`src/rtl/gba_cart_bridge.sv`:
```
// GBA cartridge bridge: routes CPU bus requests to a word-wide ROM store (with a
// one-entry line buffer) or a byte-wide backup SRAM, stalling the CPU as needed.
module gba_cart_bridge #(
    parameter int ROM_AW  = 25,
    parameter int SRAM_AW = 15,
    parameter int TIMEOUT = 255
) (
    input  logic               clk,
    input  logic               rst_b,
    input  logic [31:0]        cart_addr,
    input  logic               cart_rd,
    input  logic               cart_wr,
    input  logic [31:0]        cart_wdata,
    output logic [31:0]        cart_rdata,
    output logic               cart_pause,
    output logic [ROM_AW-1:0]  mem_addr,
    output logic               mem_rd,
    input  logic               mem_ack,
    input  logic [31:0]        mem_rdata,
    output logic [SRAM_AW-1:0] sram_addr,
    output logic               sram_we,
    output logic [7:0]         sram_wdata,
    input  logic [7:0]         sram_rdata,
    input  logic               flush,
    input  logic               err_clr,
    output logic               err
);
    localparam int               CNT_W    = $clog2(TIMEOUT + 1);
    localparam logic [CNT_W-1:0] CNT_LAST = CNT_W'(TIMEOUT - 1);
    localparam logic [CNT_W-1:0] CNT_SAT  = CNT_W'(TIMEOUT);

    typedef enum logic [1:0] {IDLE, ROM_WAIT, SRAM_RD, SRAM_CAP} state_t;

    state_t             r_state;
    state_t             w_next_state;
    logic [CNT_W-1:0]   r_cnt;
    logic               r_buf_valid;
    logic [ROM_AW-3:0]  r_buf_tag;
    logic [31:0]        r_buf_data;
    logic [31:0]        r_rdata;
    logic               r_pause;
    logic [ROM_AW-1:0]  r_mem_addr;
    logic               r_mem_rd;
    logic [SRAM_AW-1:0] r_sram_addr;
    logic               r_sram_we;
    logic [7:0]         r_sram_wdata;
    logic               r_err;

    logic        w_idle, w_req, w_is_sram, w_rd_acc, w_wr_acc, w_hit;
    logic        w_rom_miss, w_sram_rd, w_sram_wr, w_ack, w_timeout, w_err_set;
    logic [31:0] w_rdata_nxt;
    logic        w_unused;

    assign w_idle     = (r_state == IDLE);
    assign w_req      = cart_rd | cart_wr;
    assign w_is_sram  = (cart_addr[27:24] == 4'hE) || (cart_addr[27:24] == 4'hF);
    // A simultaneous rd+wr is handled as a write.
    assign w_wr_acc   = w_idle & cart_wr;
    assign w_rd_acc   = w_idle & cart_rd & ~cart_wr;
    assign w_hit      = r_buf_valid && (r_buf_tag == cart_addr[ROM_AW-1:2]);
    assign w_rom_miss = w_rd_acc & ~w_is_sram & ~w_hit;
    assign w_sram_rd  = w_rd_acc & w_is_sram;
    assign w_sram_wr  = w_wr_acc & w_is_sram;
    assign w_ack      = (r_state == ROM_WAIT) & mem_ack;
    assign w_timeout  = (r_state == ROM_WAIT) & ~mem_ack & (r_cnt == CNT_LAST);
    assign w_err_set  = (w_req & ~w_idle) | (cart_rd & cart_wr) | w_timeout;
    assign w_unused   = &{1'b0, cart_addr[31:28]};

    always_ff @(posedge clk or negedge rst_b) begin
        if (!rst_b) r_state <= IDLE;
        else        r_state <= w_next_state;
    end

    // NOTE: every combinational output is given a default first, so no path can infer a latch.
    always_comb begin
        w_next_state = r_state;
        case (r_state)
            IDLE: begin
                if (w_rom_miss)     w_next_state = ROM_WAIT;
                else if (w_sram_rd) w_next_state = SRAM_RD;
            end
            ROM_WAIT: if (w_ack || w_timeout) w_next_state = IDLE;
            SRAM_RD:  w_next_state = SRAM_CAP;
            SRAM_CAP: w_next_state = IDLE;
            default:  w_next_state = IDLE;
        endcase
    end

    always_comb begin
        w_rdata_nxt = r_rdata;
        if (w_rd_acc && !w_is_sram && w_hit) w_rdata_nxt = r_buf_data;
        else if (w_ack)                      w_rdata_nxt = mem_rdata;
        else if (w_timeout)                  w_rdata_nxt = 32'hFFFF_FFFF;
        else if (r_state == SRAM_CAP)        w_rdata_nxt = {4{sram_rdata}};
    end

    always_ff @(posedge clk or negedge rst_b) begin
        if (!rst_b) begin
            r_rdata      <= '0;
            r_pause      <= 1'b0;
            r_mem_addr   <= '0;
            r_mem_rd     <= 1'b0;
            r_sram_addr  <= '0;
            r_sram_we    <= 1'b0;
            r_sram_wdata <= '0;
            r_err        <= 1'b0;
            r_cnt        <= '0;
            r_buf_valid  <= 1'b0;
        end else begin
            r_rdata   <= w_rdata_nxt;
            r_pause   <= (w_next_state != IDLE);
            r_sram_we <= w_sram_wr;

            if (w_rom_miss) begin
                r_mem_addr <= {cart_addr[ROM_AW-1:2], 2'b00};
                r_mem_rd   <= 1'b1;
            end else if (w_ack || w_timeout) begin
                r_mem_rd   <= 1'b0;
            end

            if (w_sram_rd || w_sram_wr) r_sram_addr  <= cart_addr[SRAM_AW-1:0];
            if (w_sram_wr)              r_sram_wdata <= cart_wdata[{cart_addr[1:0], 3'b000} +: 8];

            // Held at zero outside ROM_WAIT, so every wait starts from a cleared count.
            if (r_state != ROM_WAIT)  r_cnt <= '0;
            else if (r_cnt != CNT_SAT) r_cnt <= r_cnt + CNT_W'(1);

            if (w_err_set)    r_err <= 1'b1;
            else if (err_clr) r_err <= 1'b0;

            if (flush)      r_buf_valid <= 1'b0;
            else if (w_ack) r_buf_valid <= 1'b1;
        end
    end

    // NOTE: tag and data are left unreset; they are only consulted while r_buf_valid is set.
    always_ff @(posedge clk) begin
        if (w_ack) begin
            r_buf_tag  <= r_mem_addr[ROM_AW-1:2];
            r_buf_data <= mem_rdata;
        end
    end

    assign cart_rdata = r_rdata;
    assign cart_pause = r_pause;
    assign mem_addr   = r_mem_addr;
    assign mem_rd     = r_mem_rd;
    assign sram_addr  = r_sram_addr;
    assign sram_we    = r_sram_we;
    assign sram_wdata = r_sram_wdata;
    assign err        = r_err;
endmodule

```
`config.mk`:
```
export PLATFORM = sky130hd
export DESIGN_NAME = gba_cart_bridge
export DESIGN_NICKNAME = d
export VERILOG_FILES = /design/src/rtl/gba_cart_bridge.sv
export SDC_FILE = /design/constraint.sdc
export NUM_CORES = 1
export LEC_CHECK = 0
export CAP_MARGIN = 20
export CORE_ASPECT_RATIO = 0.7
export CORE_MARGIN = 10
export CORE_UTILIZATION = 45
export DETAILED_ROUTE_END_ITERATION = 12
export PLACE_DENSITY = 0.83
export SKIP_CTS_REPAIR_TIMING = 1
export SYNTH_ARGS = -nofsm -noshare
export SYNTH_HDL_FRONTEND = slang
export SYNTH_SLANG_ARGS = --single-unit
```
`constraint.sdc`:
```
create_clock -name clk -period 6.4 [get_ports clk]
set_input_delay 1.28 -clock clk [delete_from_list [all_inputs] [get_ports clk]]
set_output_delay 1.28 -clock clk [all_outputs]
set_load 0.05 [all_outputs]
```
Yosys cells after proc, flatten, opt, wreduce, memory -nomap -nowiden
Cells that the tools add are included.
{"block": "word_totals", "wordCells": 74, "mem_bits_ro": 0, "latch_bits": 0, "regBits": 148, "inputBits": 111, "memories": 0, "mem_bits_rw": 0}
{"block": "op_classes", "eq_ne": 9, "n_mul": 0, "mux": 16, "n_lt_le_gt_ge": 0, "n_addsub": 1, "div_mod_pow": 0, "n_bitwise": 20, "shift": 1, "n_reduce_logical": 14}
{"cell": "32-bit two-way mux", "n": 4}
{"cell": "32-bit by 6-bit variable part select with 8-bit output", "n": 1}
{"cell": "23-bit == test", "n": 1}
{"cell": "8-bit two-way mux", "n": 2}
{"cell": "1-bit bitwise AND", "n": 12}
{"cell": "2-bit nonzero test", "n": 5}
{"cell": "8-bit by 1-bit adder with 8-bit output (second input constant)", "n": 1}
{"cell": "4-bit == test (second input constant)", "n": 2}
{"cell": "8-bit == test (second input constant)", "n": 1}
{"cell": "8-bit inequality test (second input constant)", "n": 1}
{"cell": "2-bit one-hot mux with 4 select lines", "n": 1}
{"cell": "1-bit two-way mux", "n": 6}
{"cell": "2-bit two-way mux", "n": 3}
{"cell": "1-bit NOT", "n": 5}
{"cell": "2-bit == test (second input constant)", "n": 2}
{"cell": "4-bit nonzero test", "n": 1}
{"cell": "1-bit logical AND", "n": 3}
{"cell": "1-bit logical OR", "n": 3}
{"cell": "1-bit OR", "n": 3}
{"cell": "2-bit by 1-bit == test with 1-bit output (second input constant)", "n": 1}
{"cell": "2-bit zero test", "n": 1}
{"cell": "2-bit by 1-bit inequality test with 1-bit output (second input constant)", "n": 1}
{"cell": "1-bit zero test", "n": 1}

Logic depth before layout (Yosys ltp)
Gate-level depths: netlist of run 1.
{"block": "depth", "ltp_word": 8, "mapped_depth": 8, "mapped_depth_nobuf": 7}

Worst setup path after synthesis of run 1
OpenSTA, ideal clock, no wires.
{"block": "synth_timing", "kind": "input to register", "start": "input port mem_ack", "end": "register r_buf_data[0], enable pin", "n_path_buf": 0, "stages": 1, "path_slack_ps": 3378, "arrival_ps": 2602, "t_required_ps": 5981, "path_cell_list": "and2_1"}
{"block": "synth_via", "elab_chain_len": 1}
{"item": "from (decl)", "line": "18", "source": "input logic mem_ack,"}
{"item": "1-bit bitwise AND", "line": "64", "source": "assign w_ack = (r_state == ROM_WAIT) & mem_ack;"}
{"item": "to (signal assigned)", "line": "140", "source": "r_buf_data <= mem_rdata;"}
{"item": "to (decl)", "line": "39", "source": "logic [31:0] r_buf_data;"}
Every way passes these cells.
A chain may end at the register's enable or synchronous reset.

Worst setup path in the final report of run 1
{"block": "layout_timing", "start": "input port cart_addr[7]", "end": "register r_pause, in the netlist cart_pause"}
{"block": "layout_via", "elab_chain_len": 7}
{"item": "from (decl)", "line": "10", "source": "input logic [31:0] cart_addr,"}
{"item": "23-bit == test", "line": "60", "source": "assign w_hit = r_buf_valid && (r_buf_tag == cart_addr[ROM_AW-1:2]);"}
{"item": "1-bit logical AND", "line": "60"}
{"item": "1-bit NOT", "line": "61", "source": "assign w_rom_miss = w_rd_acc & ~w_is_sram & ~w_hit;"}
{"item": "1-bit bitwise AND", "line": "61"}
{"item": "2-bit two-way mux", "line": "79", "source": "if (w_rom_miss) w_next_state = ROM_WAIT;"}
{"item": "2-bit one-hot mux with 4 select lines", "line": "77", "source": "case (r_state)"}
{"item": "2-bit nonzero test", "line": "111", "source": "r_pause <= (w_next_state != IDLE);"}
{"item": "to (signal assigned)", "line": "111"}
{"item": "to (decl)", "line": "41", "source": "logic r_pause;"}
Every way passes these cells.

==> key figures, run 1 <==
Drt
  – Via count: 4,625
  – Drt drc: 0
  – Wire length per cell: 20.1 um
  – DR pass1 iterations: 4
  – Routed wire length: 17.8 mm
  – ANT nets after route: 0
  – Drt first-iter violations: 315
  – Via density: 5.23

Cells and area
  – Multi-input gate area: 2220 um^2
  – Nets: 795
  – Share of cells above drive strength 1: 14.1%
  – Finished Core Util: 65.3%
  – Fill cell total of the finished layout: 1,020
  – Design area: 9150 um^2
  – Register area: 3980 um^2
  – Area added between synthesis and finish: 41.5%
  – N_diodes: 0

Floorplanning
  – Num rows: 36
  – Boundary Pins: 195
  – Initial Utilization: 46.2%
  – Chip Height: 120 um
  – Die Width: 163 um
  – Die ar.: 19,600 um^2
  – Core ar.: 14,000 um^2

Global routing
  – Global routing met3 resource utilization: 7.86%
  – First-pass GRT wire length: 27.9 mm
  – GR Layer Usage met1: 23.2%
  – Gr usage total: 18.1%
  – Largest net degree at the start of global routing: 58
  – Initial antenna violation count: 1
  – Most Crowded Layer GR: met2
  – GRT overflow: 0
  – GR Layer Usage met2: 27.3%
  – Number of global-route vias before repair: 5,003

STA
  – TNS Setup: 0 ns
  – Final worst path period share: 47.9%
  – Final Setup Violations: 0
  – Hold Vio Cnt, Final: 0
  – Crit path time final: 3.07 ns
  – RSZ-0062 raised after global routing: no
  – Slew HR: 46.1%
  – Slew @ Worst Pin: 0.809 ns
  – Fmax: 326 MHz
  – Final worst slack: 3.33 ns
  – Slew Limit Fails: 0
  – Final Skew: 0.0109 ns

Run status
  – Status: finished, final reports clean

Synth
  – XOR/XNOR share of the synthesized area: 3.66%
  – YS warnings: 0
  – Post-synthesis register bit count: 148
  – Post-synthesis mux area share: 16.8%
  – Synth Instances: 490
  – Adder-cell share of the synthesized area: 0.542%
  – Compound-Gate Fraction of Synth Area: 6.50%
  – Main synth FF type: dfrtp_1
  – Post-synth EDFFs: 55
  – Largest family of logic cells by synthesized area: multiplexers
  – Register area share after synthesis: 61.5%
  – Post-Synth Simple-Gate Area: 6.54%
  – Mean post-synth cell area: 13.2 um^2
  – Cell area after synthesis: 6460 um^2
  – Cell variety after synth: 40
  – Synth async-reset ratio: 62.8%

Critical path
  – Critical path capture point type: flip-flop
  – Startpoint types: primary input
  – Crit path required time: 6.68 ns
  – Critical path peak fanout: 22
  – WS Path Type: primary input to flip-flop
  – Crit-path cells: clkdlybuf4s50_1 -> xnor2_1 -> nand4_1 -> nor4_4 -> a21oi_4 -> buf_12 -> or3_1
  – Critical Path Slowest Stage Cell: clkdlybuf4s50_1
  – Critical Path Start: cart_addr[7]
  – RR Startpoint: r_state[1]
  – Critical path arrival: 3.34 ns
  – Critical Path End: cart_pause
  – CP max stage delay: 0.55 ns
  – RR Endpoint: sram_addr[1]
  – FF-to-FF setup slack: 4.06 ns
  – R2R depth: 5

Placed design
  – Number of port buffers: 188
  – DP Area: 8500 um^2
  – Place WS: 2.73 ns
  – HPWL Detailed: 12.8 mm
  – Placer's final routability congestion estimate: 0.816

Flow run
  – Max Cap Viol: 0

Clocking
  – Clock sinks: 148
  – Clock Tree Buf Depth: 2
  – Worst-path clk slew: 0.06 ns
  – CTS root buf: clkbuf_16
  – CTS tree: yes
  – H-tree level count: 4
  – Clk_lat worst skew: 0.41 ns
  – CTS buffer count: 17

Power and ir drop
  – Pwr Density: 492 nW/um^2
  – Worst IR drop on VDD: 0.000308 V
  – Static Leakage: 3.85 nW
  – Tot Pwr: 4.50 mW

Hold path
  – Min-Delay Path Class: flip-flop to flip-flop
how the worst min path moves through the flow:
stage | slack [ns] | cells after the start | endpoint | start
5_1_grt | 0.50 | 0 | r_buf_tag[6] | mem_addr[8]
3_5_place_dp | 0.46 | 0 | r_buf_tag[1] | mem_addr[3]
2_1_floorplan | 0.47 | 2 | r_buf_valid | r_buf_valid
6_report | 0.48 | 0 | r_buf_tag[22] | mem_addr[24]
3_3_place_gp | 0.45 | 0 | r_buf_tag[2] | mem_addr[4]
4_1_cts | 0.48 | 0 | r_buf_tag[1] | mem_addr[3]
cells in the mapped netlist, drive strengths merged, types with 2 or more instances:
cell type,instances,share of area [%]
dfrtp,93,36
o21ai,68,5.3
edfxtp,55,26
mux2,46,9.1
nor2,46,2.7
inv,37,2.1
mux2i,32,5.0
xnor2,25,3.4
buf,15,1.7
clkbuf,9,0.52
nor2b,9,0.87
mux4,8,2.8
nand4,8,0.77
nand3,5,0.39
a21oi,3,0.29
a31oi,3,0.29
and3,3,0.29
nand2,3,0.17
and4,2,0.27
ha,2,0.39
nand2b,2,0.19
nor3,2,0.15
xor2,2,0.27
cells in the final DEF (no fill, tap or decap), drive strengths merged, types with 9 or more instances in the layout:
| cell type | netlist | routed |
|---|---|---|
| nor2 | 46 | 46 |
| clkbuf | 9 | 18 |
| inv | 37 | 44 |
| xnor2 | 25 | 25 |
| edfxtp | 55 | 55 |
| nor2b | 9 | 9 |
| dfrtp | 93 | 93 |
| o21ai | 68 | 68 |
| clkdlybuf4s50 | 0 | 187 |
| mux2 | 46 | 46 |
| mux2i | 32 | 32 |
| buf | 15 | 9 |
where the power goes:
group / leakage (nW) / internal, mW / switching [mW]
Clock: 0.294 / 0.598 / 0.418
Sequential: 1.60 / 1.32 / 0.189
Combinational: 1.96 / 0.719 / 1.26
Total: 3.85 / 2.63 / 1.87
metrics by stage:
step	hold slack, ns	std cells
detailed placement	0.459	851
floorplan	0.466	491
CTS	0.485	883
global placement	0.454	851
global route	0.497	885
finish	0.480	885
registers in the layout, summed over array words and instances, names as in the netlist:
signal	count
cart_rdata	32
r_buf_data	32
mem_addr	23
r_buf_tag	23
sram_addr	15
r_cnt	8
sram_wdata	8
r_state	2
cart_pause	1
err	1
mem_rd	1
r_buf_valid	1
sram_we	1
cells by family (layout without fill, tap and decap cells):
kind of cell	Yosys count	in the layout
simple gates	85	85
fa+ha+maj	3	3
compound gates	79	79
xor+xnor	27	27
other cells	1	2
mux	86	86
flops	148	148
buf+inv	61	265
worst max-delay path: cells and delay by family:
family / cells / cell delay (ns)
AO/OA/AOI/OAI: 1 / 0.15
XOR/XNOR: 1 / 0.14
buffers and inverters: 2 / 0.75
AND/OR/NAND/NOR: 3 / 1.01
area by class of cell:
type | instances | share of cell area, %
Tap cell | 190 | 2.60
Clock inverter | 14 | 1.82
Multi-Input combinational cell | 282 | 24.2
Sequential cell | 148 | 43.5
Inverter | 37 | 1.52
Clock buffer | 18 | 4.80
Timing Repair Buffer | 196 | 21.6
layer usage:
| layer | up-vias | share of wire (%) |
|---|---|---|
| met1 | 2270 | 43 |
| met4 | 0 | 0.88 |
| met5 | - | 0 |
| met3 | 14 | 12 |
| met2 | 241 | 44 |
| li1 | 2100 | - |
Note: power is estimated with default switching activity, not from simulation.
==> inputs of run 2 (changes only) <==
--- a/config.mk
+++ b/config.mk
@@ -8,7 +8,7 @@
 export CAP_MARGIN = 20
 export CORE_ASPECT_RATIO = 0.7
 export CORE_MARGIN = 10
-export CORE_UTILIZATION = 45
+export CORE_UTILIZATION = 43
 export DETAILED_ROUTE_END_ITERATION = 12
 export PLACE_DENSITY = 0.83
 export SKIP_CTS_REPAIR_TIMING = 1
==> constraint.sdc (replaced) <==
create_clock -name clk -period 2.8 [get_ports clk]
set_input_delay 0.56 -clock clk [delete_from_list [all_inputs] [get_ports clk]]
set_output_delay 0.56 -clock clk [all_outputs]
set_load 0.05 [all_outputs]
==> run 2 against run 1 <==
  * Critical path depth unchanged
  * Largest cell class unchanged
  * Utilization shrank 2.7 points
  * Total power up 130%
  * Clock power rose by 140%
  * Worst setup slack worse by 2.9 ns
  * Wire length is 0.94% lower
  * Clock skew shrank 0.0014 ns
  * First-iteration DRC count decreased by 24%
==> key figures, run 2 (synthesis results as in run 1) <==
Clocking
  – Clock Tree Buf Depth: 2
  – CTS root buf: clkbuf_16
  – CTS buffer count: 17
  – Worst-path clk slew: 0.06 ns
  – CTS tree: yes
  – Clock sinks: 148
  – H-tree level count: 4
  – Clk_lat worst skew: 0.41 ns

Global routing
  – GR Layer Usage met1: 21.0%
  – First-pass GRT wire length: 28.2 mm
  – Most Crowded Layer GR: met2
  – Number of global-route vias before repair: 5,143
  – GRT overflow: 0
  – GR Layer Usage met2: 28.5%
  – Global routing met3 resource utilization: 7.09%
  – Gr usage total: 17.5%
  – Largest net degree at the start of global routing: 58
  – Initial antenna violation count: 0

Flow run
  – Max Cap Viol: 0

Critical path
  – Buf/Inv on CP: 2
  – RR Startpoint: r_buf_tag[21]
  – Crit path required time: 3.10 ns
  – CP delay by family, top: simple AND/OR/NAND/NOR gates
  – Startpoint types: primary input
  – FF-to-FF setup slack: 0.74 ns
  – Crit-path cells: clkdlybuf4s50_1 -> xnor2_1 -> nand4_1 -> nor4_4 -> a21oi_4 -> buf_12 -> mux2_4
  – R2R depth: 6
  – RR Endpoint: mem_addr[21]
  – Critical path capture point type: flip-flop
  – CP max stage delay: 0.49 ns
  – Critical path arrival: 2.64 ns
  – Critical path peak fanout: 23
  – WS Path Type: primary input to flip-flop
  – Critical Path Slowest Stage Cell: clkdlybuf4s50_1

STA
  – Slew HR: 62.4%
  – RSZ-0062 raised after global routing: no
  – Crit path time final: 2.34 ns
  – TNS Setup: 0 ns
  – Hold Vio Cnt, Final: 0
  – Fmax: 427 MHz
  – Final worst path period share: 83.7%
  – Slew @ Worst Pin: 0.562 ns
  – Slew Limit Fails: 0
  – Final Skew: 0.00951 ns
  – Final Setup Violations: 0

Drt
  – Wire length per cell: 19.8 um
  – Via count: 4,592
  – Via density: 5.16
  – ANT nets after route: 0
  – Routed wire length: 17.7 mm
  – Drt drc: 0
  – DR pass1 iterations: 4
  – Drt first-iter violations: 238

Cells and area
  – Area added between synthesis and finish: 42.7%
  – Commonest non-fill, non-tap cell in the layout: clkdlybuf4s50_1
  – Nets: 796
  – Finished Layout Cells: 890
  – N_diodes: 0
  – Share of cells above drive strength 1: 13.7%
  – Leading cell types in the layout, fill and taps excluded: 187 x clkdlybuf4s50_1, 93 x dfrtp_1, 68 x o21ai_0, 55 x edfxtp_1, 46 x nor2_1
  – Fill cell total of the finished layout: 1,099

Placed design
  – Number of port buffers: 188
  – Placer's final routability congestion estimate: 0.767
  – Cells after DPL: 858
  – HPWL Detailed: 12.8 mm

Power and ir drop
  – Worst IR drop on VDD: 0.000622 V
  – Static Leakage: 3.88 nW
  – Pwr Density: 1130 nW/um^2

Floorplanning
  – Core ar.: 14,700 um^2
  – Die Width: 167 um
  – Initial Utilization: 43.9%
  – Die ar.: 20,400 um^2
  – Num rows: 37
  – Chip Height: 123 um
  – Boundary Pins: 195

Hold path
  – Min-Delay Path Class: primary input to async pin

Run status
  – Status: finished, final reports clean
## run 2: cell types whose count changed in the layout (fill, tap and decap cells not counted), moves of 2 or more
cell / delta
inv_8: -3
buf_4: -2
buf_12: +3
bufinv_16: +3
inv_6: -4
clkbuf_1: +3
## run 2: power breakdown
part | internal (mW) | switching [mW] | total, mW
Combinational | 1.64 | 2.87 | 4.51
Clock | 1.62 | 0.859 | 2.48
Sequential | 3.01 | 0.423 | 3.43
Total | 6.27 | 4.16 | 10.4
## run 2: how the worst max path moves through the flow
stage,start,end,depth (start not counted)
6_report,cart_addr[23],mem_addr[21],7
5_1_grt,cart_addr[23],mem_addr[21],7
4_1_cts,r_cnt[0],cart_rdata[1],7
3_5_place_dp,cart_addr[23],mem_addr[21],7
3_3_place_gp,cart_addr[8],mem_addr[15],7
2_1_floorplan,r_state[1],r_buf_data[0],3
## run 2: cell type report
class / count / area, um^2 / area share (%)
timing repair buffer: 197 / 2000 / 21.7
clock buffer: 22 / 464 / 5.03
tap: 195 / 244 / 2.65
clock inverter: 9 / 176 / 1.91
sequential: 148 / 3980 / 43.1
inverter: 37 / 139 / 1.51
multi-input combinational: 282 / 2220 / 24.0
## run 2: worst register-to-register path: stages, from the launching register on
cell and delay (ns):
edfxtp_1 0.39, xnor2_1 0.18, nand4_1 0.22, nor4_4 0.50, a21oi_4 0.14, buf_12 0.19
mux2_4 0.33
## run 2: through the flow
stage / utilization [%] / hold slack (ns) / setup slack [ns] / instance area [um^2] / power, mW
after floorplan: - / 0.264 / 0.298 / 6470 / 6.26
after global placement: 58.2 / 0.453 / 0.113 / 8570 / 7.88
after detailed placement: 58.2 / 0.458 / 0.0925 / 8570 / 8.00
final: 62.7 / 0.132 / 0.456 / 9220 / 10.4
after CTS: 62.6 / 0.138 / 0.333 / 9210 / 10.5
after global routing: 62.7 / 0.146 / 0.438 / 9220 / 10.9
## run 2: per-layer routing
| metal | wire length [um] | share of wire [%] |
|---|---|---|
| met3 | 1460 | 8.3 |
| met4 | 268 | 1.5 |
| met1 | 7290 | 41 |
| met2 | 8640 | 49 |
| met5 | 0 | 0 |
